<file path="src/rtl/wb_pkg.sv">
// Shared Wishbone widths and arbiter state encoding
// used by the two-master arbiter slice.
package wb_pkg;

  localparam int WB_ADR_W = 32;
  localparam int WB_DAT_W = 32;
  localparam int WB_SEL_W = 4;

  typedef enum logic [1:0] {
    ARB_IDLE = 2'd0,
    ARB_OWN0 = 2'd1,
    ARB_OWN1 = 2'd2
  } arb_state_t;

endpackage

</file>
<file path="src/rtl/wb_arbiter2_if.sv">
// Classic single-beat Wishbone bus bundle.
// master: drives adr/sel/we/cyc/stb/dat_w, gets dat_r/ack/err.
interface wb_arbiter2_if
  import wb_pkg::*;
();

  logic [WB_ADR_W-1:0] adr;
  logic [WB_SEL_W-1:0] sel;
  logic                we;
  logic                cyc;
  logic                stb;
  logic [WB_DAT_W-1:0] dat_w;
  logic [WB_DAT_W-1:0] dat_r;
  logic                ack;
  logic                err;

  modport master (
    output adr, sel, we, cyc, stb, dat_w,
    input  dat_r, ack, err
  );

  modport slave (
    input  adr, sel, we, cyc, stb, dat_w,
    output dat_r, ack, err
  );

endinterface

</file>
<file path="src/rtl/wb_arb_watchdog.sv">
// Bus watchdog: counts stalled strobe cycles, pulses fire
// for one cycle at TIMEOUT_CYCLES. Ports: clk, reset, stall, fire.
module wb_arb_watchdog #(
  parameter int TIMEOUT_W      = 8,
  parameter int TIMEOUT_CYCLES = 255
) (
  input  logic clk,
  input  logic reset,
  input  logic stall,
  output logic fire
);

  localparam logic [TIMEOUT_W-1:0] LIMIT =
    TIMEOUT_W'(TIMEOUT_CYCLES);

  logic [TIMEOUT_W-1:0] cnt;

  assign fire = (cnt == LIMIT);

  always_ff @(posedge clk) begin
    if (reset) begin
      cnt <= '0;
    end else if (fire || !stall) begin
      cnt <= '0;
    end else begin
      cnt <= cnt + 1'b1;
    end
  end

endmodule

</file>
<file path="src/rtl/wb_arbiter2.sv">
// Two-master round-robin Wishbone arbiter with cyc bus lock.
// Ports: clk, reset, m0/m1 (slave side of each master bus),
// s (master side toward wb_switch), grant_o (one-hot owner).
// Optional watchdog enabled by macro WB_ARB_TIMEOUT_EN.
module wb_arbiter2 #(
  parameter int TIMEOUT_W      = 8,
  parameter int TIMEOUT_CYCLES = 255
) (
  input  logic          clk,
  input  logic          reset,
  wb_arbiter2_if.slave  m0,
  wb_arbiter2_if.slave  m1,
  wb_arbiter2_if.master s,
  output logic [1:0]    grant_o
);

  import wb_pkg::*;

  if (TIMEOUT_CYCLES >= (1 << TIMEOUT_W)) begin : g_bad_cfg
    $error("TIMEOUT_CYCLES does not fit TIMEOUT_W");
  end

  arb_state_t state;
  arb_state_t state_nxt;
  // pref: master that wins when both request in IDLE
  logic       pref;
  logic       pref_nxt;
  logic       wd_fire;

  always_ff @(posedge clk) begin
    if (reset) begin
      state <= ARB_IDLE;
      pref  <= 1'b0;
    end else begin
      state <= state_nxt;
      pref  <= pref_nxt;
    end
  end

  always_comb begin
    state_nxt = state;
    pref_nxt  = pref;
    unique case (state)
      ARB_IDLE: begin
        if (m0.cyc && (!m1.cyc || !pref)) begin
          state_nxt = ARB_OWN0;
        end else if (m1.cyc) begin
          state_nxt = ARB_OWN1;
        end
      end
      ARB_OWN0: begin
        if (!m0.cyc) begin
          pref_nxt  = 1'b1;
          state_nxt = m1.cyc ? ARB_OWN1 : ARB_IDLE;
        end
      end
      ARB_OWN1: begin
        if (!m1.cyc) begin
          pref_nxt  = 1'b0;
          state_nxt = m0.cyc ? ARB_OWN0 : ARB_IDLE;
        end
      end
      default: state_nxt = ARB_IDLE;
    endcase
  end

  always_comb begin
    s.adr   = '0;
    s.sel   = '0;
    s.we    = 1'b0;
    s.cyc   = 1'b0;
    s.stb   = 1'b0;
    s.dat_w = '0;
    m0.ack  = 1'b0;
    m0.err  = 1'b0;
    m1.ack  = 1'b0;
    m1.err  = 1'b0;
    grant_o = 2'b00;
    case (state)
      ARB_OWN0: begin
        s.adr   = m0.adr;
        s.sel   = m0.sel;
        s.we    = m0.we;
        s.cyc   = m0.cyc;
        s.stb   = m0.stb & ~wd_fire;
        s.dat_w = m0.dat_w;
        m0.ack  = s.ack & m0.cyc & m0.stb & ~wd_fire;
        m0.err  = (s.err & m0.cyc & m0.stb) | wd_fire;
        grant_o = 2'b01;
      end
      ARB_OWN1: begin
        s.adr   = m1.adr;
        s.sel   = m1.sel;
        s.we    = m1.we;
        s.cyc   = m1.cyc;
        s.stb   = m1.stb & ~wd_fire;
        s.dat_w = m1.dat_w;
        m1.ack  = s.ack & m1.cyc & m1.stb & ~wd_fire;
        m1.err  = (s.err & m1.cyc & m1.stb) | wd_fire;
        grant_o = 2'b10;
      end
      default: ;
    endcase
  end

  // read data is broadcast; masters qualify it with ack
  assign m0.dat_r = s.dat_r;
  assign m1.dat_r = s.dat_r;

`ifdef WB_ARB_TIMEOUT_EN
  logic stall;

  assign stall =
    ((state == ARB_OWN0) & m0.cyc & m0.stb |
     (state == ARB_OWN1) & m1.cyc & m1.stb) &
    ~s.ack & ~s.err;

  wb_arb_watchdog #(
    .TIMEOUT_W      (TIMEOUT_W),
    .TIMEOUT_CYCLES (TIMEOUT_CYCLES)
  ) u_wd (
    .clk   (clk),
    .reset (reset),
    .stall (stall),
    .fire  (wd_fire)
  );
`else
  assign wd_fire = 1'b0;
`endif

endmodule

</file>
<file path="src/flat_wrapper.sv">
// flat-port wrapper written by rule: the top's interface ports become plain ports
module wb_arbiter2_flat import wb_pkg::*;
#(
  parameter int TIMEOUT_W      = 8,
  parameter int TIMEOUT_CYCLES = 255
)
  (clk, reset, grant_o, m0_adr, m0_sel, m0_we, m0_cyc, m0_stb, m0_dat_w, m0_dat_r, m0_ack, m0_err, m1_adr, m1_sel, m1_we, m1_cyc, m1_stb, m1_dat_w, m1_dat_r, m1_ack, m1_err, s_adr, s_sel, s_we, s_cyc, s_stb, s_dat_w, s_dat_r, s_ack, s_err);
  wb_arbiter2_if m0_i ();
  wb_arbiter2_if m1_i ();
  wb_arbiter2_if s_i ();
  input  logic clk;
  input  logic reset;
  output logic [1:0] grant_o;
  input wire logic [$bits(m0_i.adr)-1:0] m0_adr;
  input wire logic [$bits(m0_i.sel)-1:0] m0_sel;
  input wire logic [$bits(m0_i.we)-1:0] m0_we;
  input wire logic [$bits(m0_i.cyc)-1:0] m0_cyc;
  input wire logic [$bits(m0_i.stb)-1:0] m0_stb;
  input wire logic [$bits(m0_i.dat_w)-1:0] m0_dat_w;
  output wire logic [$bits(m0_i.dat_r)-1:0] m0_dat_r;
  output wire logic [$bits(m0_i.ack)-1:0] m0_ack;
  output wire logic [$bits(m0_i.err)-1:0] m0_err;
  input wire logic [$bits(m1_i.adr)-1:0] m1_adr;
  input wire logic [$bits(m1_i.sel)-1:0] m1_sel;
  input wire logic [$bits(m1_i.we)-1:0] m1_we;
  input wire logic [$bits(m1_i.cyc)-1:0] m1_cyc;
  input wire logic [$bits(m1_i.stb)-1:0] m1_stb;
  input wire logic [$bits(m1_i.dat_w)-1:0] m1_dat_w;
  output wire logic [$bits(m1_i.dat_r)-1:0] m1_dat_r;
  output wire logic [$bits(m1_i.ack)-1:0] m1_ack;
  output wire logic [$bits(m1_i.err)-1:0] m1_err;
  output wire logic [$bits(s_i.adr)-1:0] s_adr;
  output wire logic [$bits(s_i.sel)-1:0] s_sel;
  output wire logic [$bits(s_i.we)-1:0] s_we;
  output wire logic [$bits(s_i.cyc)-1:0] s_cyc;
  output wire logic [$bits(s_i.stb)-1:0] s_stb;
  output wire logic [$bits(s_i.dat_w)-1:0] s_dat_w;
  input wire logic [$bits(s_i.dat_r)-1:0] s_dat_r;
  input wire logic [$bits(s_i.ack)-1:0] s_ack;
  input wire logic [$bits(s_i.err)-1:0] s_err;
  assign m0_i.adr = m0_adr;
  assign m0_i.sel = m0_sel;
  assign m0_i.we = m0_we;
  assign m0_i.cyc = m0_cyc;
  assign m0_i.stb = m0_stb;
  assign m0_i.dat_w = m0_dat_w;
  assign m0_dat_r = m0_i.dat_r;
  assign m0_ack = m0_i.ack;
  assign m0_err = m0_i.err;
  assign m1_i.adr = m1_adr;
  assign m1_i.sel = m1_sel;
  assign m1_i.we = m1_we;
  assign m1_i.cyc = m1_cyc;
  assign m1_i.stb = m1_stb;
  assign m1_i.dat_w = m1_dat_w;
  assign m1_dat_r = m1_i.dat_r;
  assign m1_ack = m1_i.ack;
  assign m1_err = m1_i.err;
  assign s_adr = s_i.adr;
  assign s_sel = s_i.sel;
  assign s_we = s_i.we;
  assign s_cyc = s_i.cyc;
  assign s_stb = s_i.stb;
  assign s_dat_w = s_i.dat_w;
  assign s_i.dat_r = s_dat_r;
  assign s_i.ack = s_ack;
  assign s_i.err = s_err;
  wb_arbiter2 #(.TIMEOUT_W(TIMEOUT_W), .TIMEOUT_CYCLES(TIMEOUT_CYCLES)) u_core (.clk(clk), .reset(reset), .m0(m0_i), .m1(m1_i), .s(s_i), .grant_o(grant_o));
endmodule
</file>
<file path="config.mk">
export PLATFORM = sky130hd
export DESIGN_NAME = wb_arbiter2_flat
export DESIGN_NICKNAME = d
export VERILOG_FILES = /design/src/rtl/wb_pkg.sv /design/src/rtl/wb_arbiter2_if.sv /design/src/rtl/wb_arb_watchdog.sv /design/src/rtl/wb_arbiter2.sv /design/src/flat_wrapper.sv
export SDC_FILE = /design/constraint.sdc
export NUM_CORES = 1
export LEC_CHECK = 0
export BUFFER_PORTS_ARGS = -buffer_cell sky130_fd_sc_hd__clkbuf_2
export CAP_MARGIN = 20
export CORE_AREA = 4 4 121 123
export DETAILED_ROUTE_END_ITERATION = 8
export DIE_AREA = 0 0 125 127
export PLACE_DENSITY = 0.43
export SYNTH_ARGS = -nofsm -noshare
export SYNTH_HDL_FRONTEND = slang
export SYNTH_SLANG_ARGS = --single-unit
</file>
<file path="constraint.sdc">
create_clock -name clk -period 4.3 [get_ports clk]
set_input_delay 0.215 -clock clk [delete_from_list [all_inputs] [get_ports clk]]
set_output_delay 0.215 -clock clk [all_outputs]
set_load 0.05 [all_outputs]
</file>
==> summary.md <==
| Metric | Value |
|---|---|
| DR vias/cell | `4.11` |
| Total nets after synthesis | `447` |
| Delay of the slowest cell on the worst path | `0.62 ns` |
| Largest net degree at the start of global routing | `72` |
| Beginning of the worst register-to-register path | `u_core.state[1]$_SDFFE_PP0P_` |
| Clock network fraction of total power | `14.2%` |
| Net Sw Frac | `57.3%` |
| Remaining design rule violation count | `0` |
| Total negative slack for setup checks | `0 ns` |
| Post-CTS setup buffer count | `0` |
| Timing startpoint of the critical path | `u_core.state[1]$_SDFFE_PP0P_` |
| Critical Path, Cell by Cell | `inv_1, ha_2, buf_4, a22o_1, and2_1, clkbuf_2` |
| Total vias in the final route | `2399` |
| Number of slew-limit violations in the final report | `0` |
| Total routed wirelength | `7.60 mm` |
| Ant. Diodes | `0` |
| Setup skew after layout | `0.00281 ns` |
| Average wire length per cell after detail routing | `13.0 um` |
| Cell family with most CP delay | `buffers and inverters` |
| Count of different cell masters after synthesis | `22` |
| NetSw | `0.603 mW` |
| CTS max path bufs | `2` |
| Top-area cell type share of the netlist area | `28.6%` |
| GRT Residual Overflow | `0` |
| Internal power | `0.449 mW` |
| Number of buffers added to fix hold violations after cts | `0` |
| Category of the worst setup path launch point | `register` |
| Chip height | `127 um` |
| Fraction of layout cells with a size suffix above 1 | `57.9%` |
| Post-synthesis cell area | `1860 sq um` |
| Dpl cells | `579` |
| Violation count after the first detailed-routing iteration | `79` |
| Setup slack on the worst flop-to-flop path | `2.03 ns` |
| Core region area | `13700 sq um` |
| Antenna viol nets, final | `0` |
| Number of standard cells after synthesis | `263` |
| Most frequent cells in the layout | `sky130_fd_sc_hd__clkbuf_2, sky130_fd_sc_hd__a22oi_1, sky130_fd_sc_hd__nor2b_1, sky130_fd_sc_hd__and4_1` |
| IO Pins | `319` |
| Sequential element share of the synthesized area | `3.23%` |
| Insertion delay to the later sink of the worst-skew pair | `0.23 ns` |
| Power per standard cell area | `385 nW/um^2` |
| Count of fill cells added during filler insertion | `1567` |
| Max-cap violation count | `0` |
| Design Area, Final | `2740 sq um` |
| Root Driver | `sky130_fd_sc_hd__clkbuf_16` |
| Highest clock rate | `356 MHz` |
| Count of buffers from port buffering | `222` |
| Sequential Power Share | `3.8%` |
| Critical Path Fanout Max | `44` |
| Count of buffer and inverter cells on the critical path | `3` |
| Number of storage elements in the synthesis netlist | `3` |
| Setup repair after global routing missed its margin | `no` |
| Startpoint of the worst hold path | `reset` |
| Per-instance average area after synthesis | `7.07 sq um` |
| Vias in the first global route | `2309` |
| CTS H-tree depth | `1` |
| Placed cell area | `2640 sq um` |
| Worst vdd rail ir drop | `0.000155 V` |
| HPWL after detailed placement | `6.14 mm` |
| Logic pwr share | `82.0%` |
| Global-route wire length before repair | `11.2 mm` |
| Relative area change from synthesis to final layout | `47.1%` |
| Nets | `589` |
| Worst Tran Pin Value | `0.945 ns` |
| Slowest cell on the critical path | `sky130_fd_sc_hd__ha_2` |
| Placer congestion estimate | `0.808` |
| Total number of placement rows | `43` |
| Count of warnings emitted by yosys | `0` |
| Die area | `15900 sq um` |
| Category of the worst setup path capture point | `primary output` |
| Biggest area consumer among synthesized cells | `sky130_fd_sc_hd__a22oi_1` |
| Cells resized by post-CTS repair | `0` |
| Result of the run | `completed` |
| Final critical delay including setup and external delays | `2.81 ns` |
| Relative slew margins | `37.0%` |
| Critical Path AT | `2.59 ns` |
| Aggregate global-route resource usage | `8.25%` |
| Ratio of final minimum period to clock period | `65.3%` |
| Class of the most critical setup path | `register to primary output` |
| Number of endpoints failing setup at the final stage | `0` |
| Most common library cell in the layout ignoring fill and taps | `sky130_fd_sc_hd__clkbuf_2` |
| Initial core utilization | `13.6%` |
| Die extent in x | `125 um` |
| Worst endpoint required time | `4.09 ns` |
| DRT Pass-1 Iters | `4` |
| Hold violation count in the final report | `0` |
| TritonCTS clock tree | `done` |
| Num Clock Sinks | `3` |
| Antenna violations before repair | `0` |
| Leakage | `1.32 nW` |
| Cells taking the most area after synthesis | `sky130_fd_sc_hd__a22oi_1, sky130_fd_sc_hd__buf_4, sky130_fd_sc_hd__nor2b_1, sky130_fd_sc_hd__ha_1, sky130_fd_sc_hd__dfxtp_1` |
| Final standard cell count with taps included and fillers excluded | `584` |
| Type of the most critical hold path | `primary input to register` |
| Clock edge transition at the registers on the reported setup and hold paths | `0.03 ns` |
| Number of buffers created by CTS | `3` |
routing by layer:
metal	GRT usage (%)	up-vias	wire length [um]
met4	3.13	0	230
li1	-	1155	-
met3	1.96	27	757
met1	9.70	1078	2750
met5	0	-	0
met2	14.6	139	3870
final timing paths:
path	end	depth (start not counted)
max	s_cyc	6
min	u_core.state[0]$_SDFFE_PP0P_	2
max reg2reg	u_core.state[1]$_SDFFE_PP0P_	5
min reg2reg	u_core.pref$_SDFFE_PP0P_	2
layout make-up:
cell class | instances | area, sq um | area share (%)
multi-input cells | 169 | 1210 | 44.4
inverters | 3 | 11.3 | 0.412
repair buffers | 225 | 1150 | 41.9
flip-flops and latches | 3 | 60.1 | 2.19
clock buffers | 4 | 78.8 | 2.88
well taps | 180 | 225 | 8.23
Yosys cell counts:
master and count:
sky130_fd_sc_hd__a21bo_2 1, sky130_fd_sc_hd__a21boi_0 1, sky130_fd_sc_hd__a21oi_1 2, sky130_fd_sc_hd__a22o_1 1
sky130_fd_sc_hd__a22oi_1 71, sky130_fd_sc_hd__and2_1 1, sky130_fd_sc_hd__and4_1 4, sky130_fd_sc_hd__buf_2 9
sky130_fd_sc_hd__buf_4 64, sky130_fd_sc_hd__clkbuf_1 15, sky130_fd_sc_hd__dfxtp_1 3, sky130_fd_sc_hd__ha_1 6
sky130_fd_sc_hd__inv_1 3, sky130_fd_sc_hd__nand2_1 1, sky130_fd_sc_hd__nand2b_1 1, sky130_fd_sc_hd__nor2b_1 71
sky130_fd_sc_hd__nor3b_1 2, sky130_fd_sc_hd__o211ai_1 2, sky130_fd_sc_hd__o21ai_0 1, sky130_fd_sc_hd__o21ai_1 2
sky130_fd_sc_hd__o41ai_2 1, sky130_fd_sc_hd__or2_2 1
metrics by stage:
stage	power [mW]	setup slack (ns)	hold WS [ns]	util, %
2_1_floorplan	0.850	1.83	0.284	-
5_1_grt	1.12	1.33	0.216	20.0
3_5_place_dp	0.905	1.70	0.430	19.3
6_report	1.05	1.49	0.218	20.0
3_3_place_gp	0.894	1.78	0.430	19.3
4_1_cts	1.06	1.45	0.206	19.9
registers in the layout, summed over array words and instances (netlist names):
register / cells
u_core.state: 2
u_core.pref: 1
power groups by stage:
stage | Combinational (mW) | Sequential (mW) | Clock, mW
floorplan | 0.812 | 0.0385 | 0
global placement | 0.855 | 0.0396 | 0
detailed placement | 0.865 | 0.0401 | 0
CTS | 0.868 | 0.0397 | 0.153
global route | 0.929 | 0.0410 | 0.155
finish | 0.863 | 0.0397 | 0.150
kinds of logic after synthesis:
family | after synthesis | synth area share (%)
buffers and inverters | 91 | 31.9
AO/OA/AOI/OAI | 82 | 33.1
AND/OR/NAND/NOR | 81 | 27.8
adder cells (fa/ha/maj) | 6 | 4.03
flip-flops | 3 | 3.23
(Power assumes the default switching activity.)
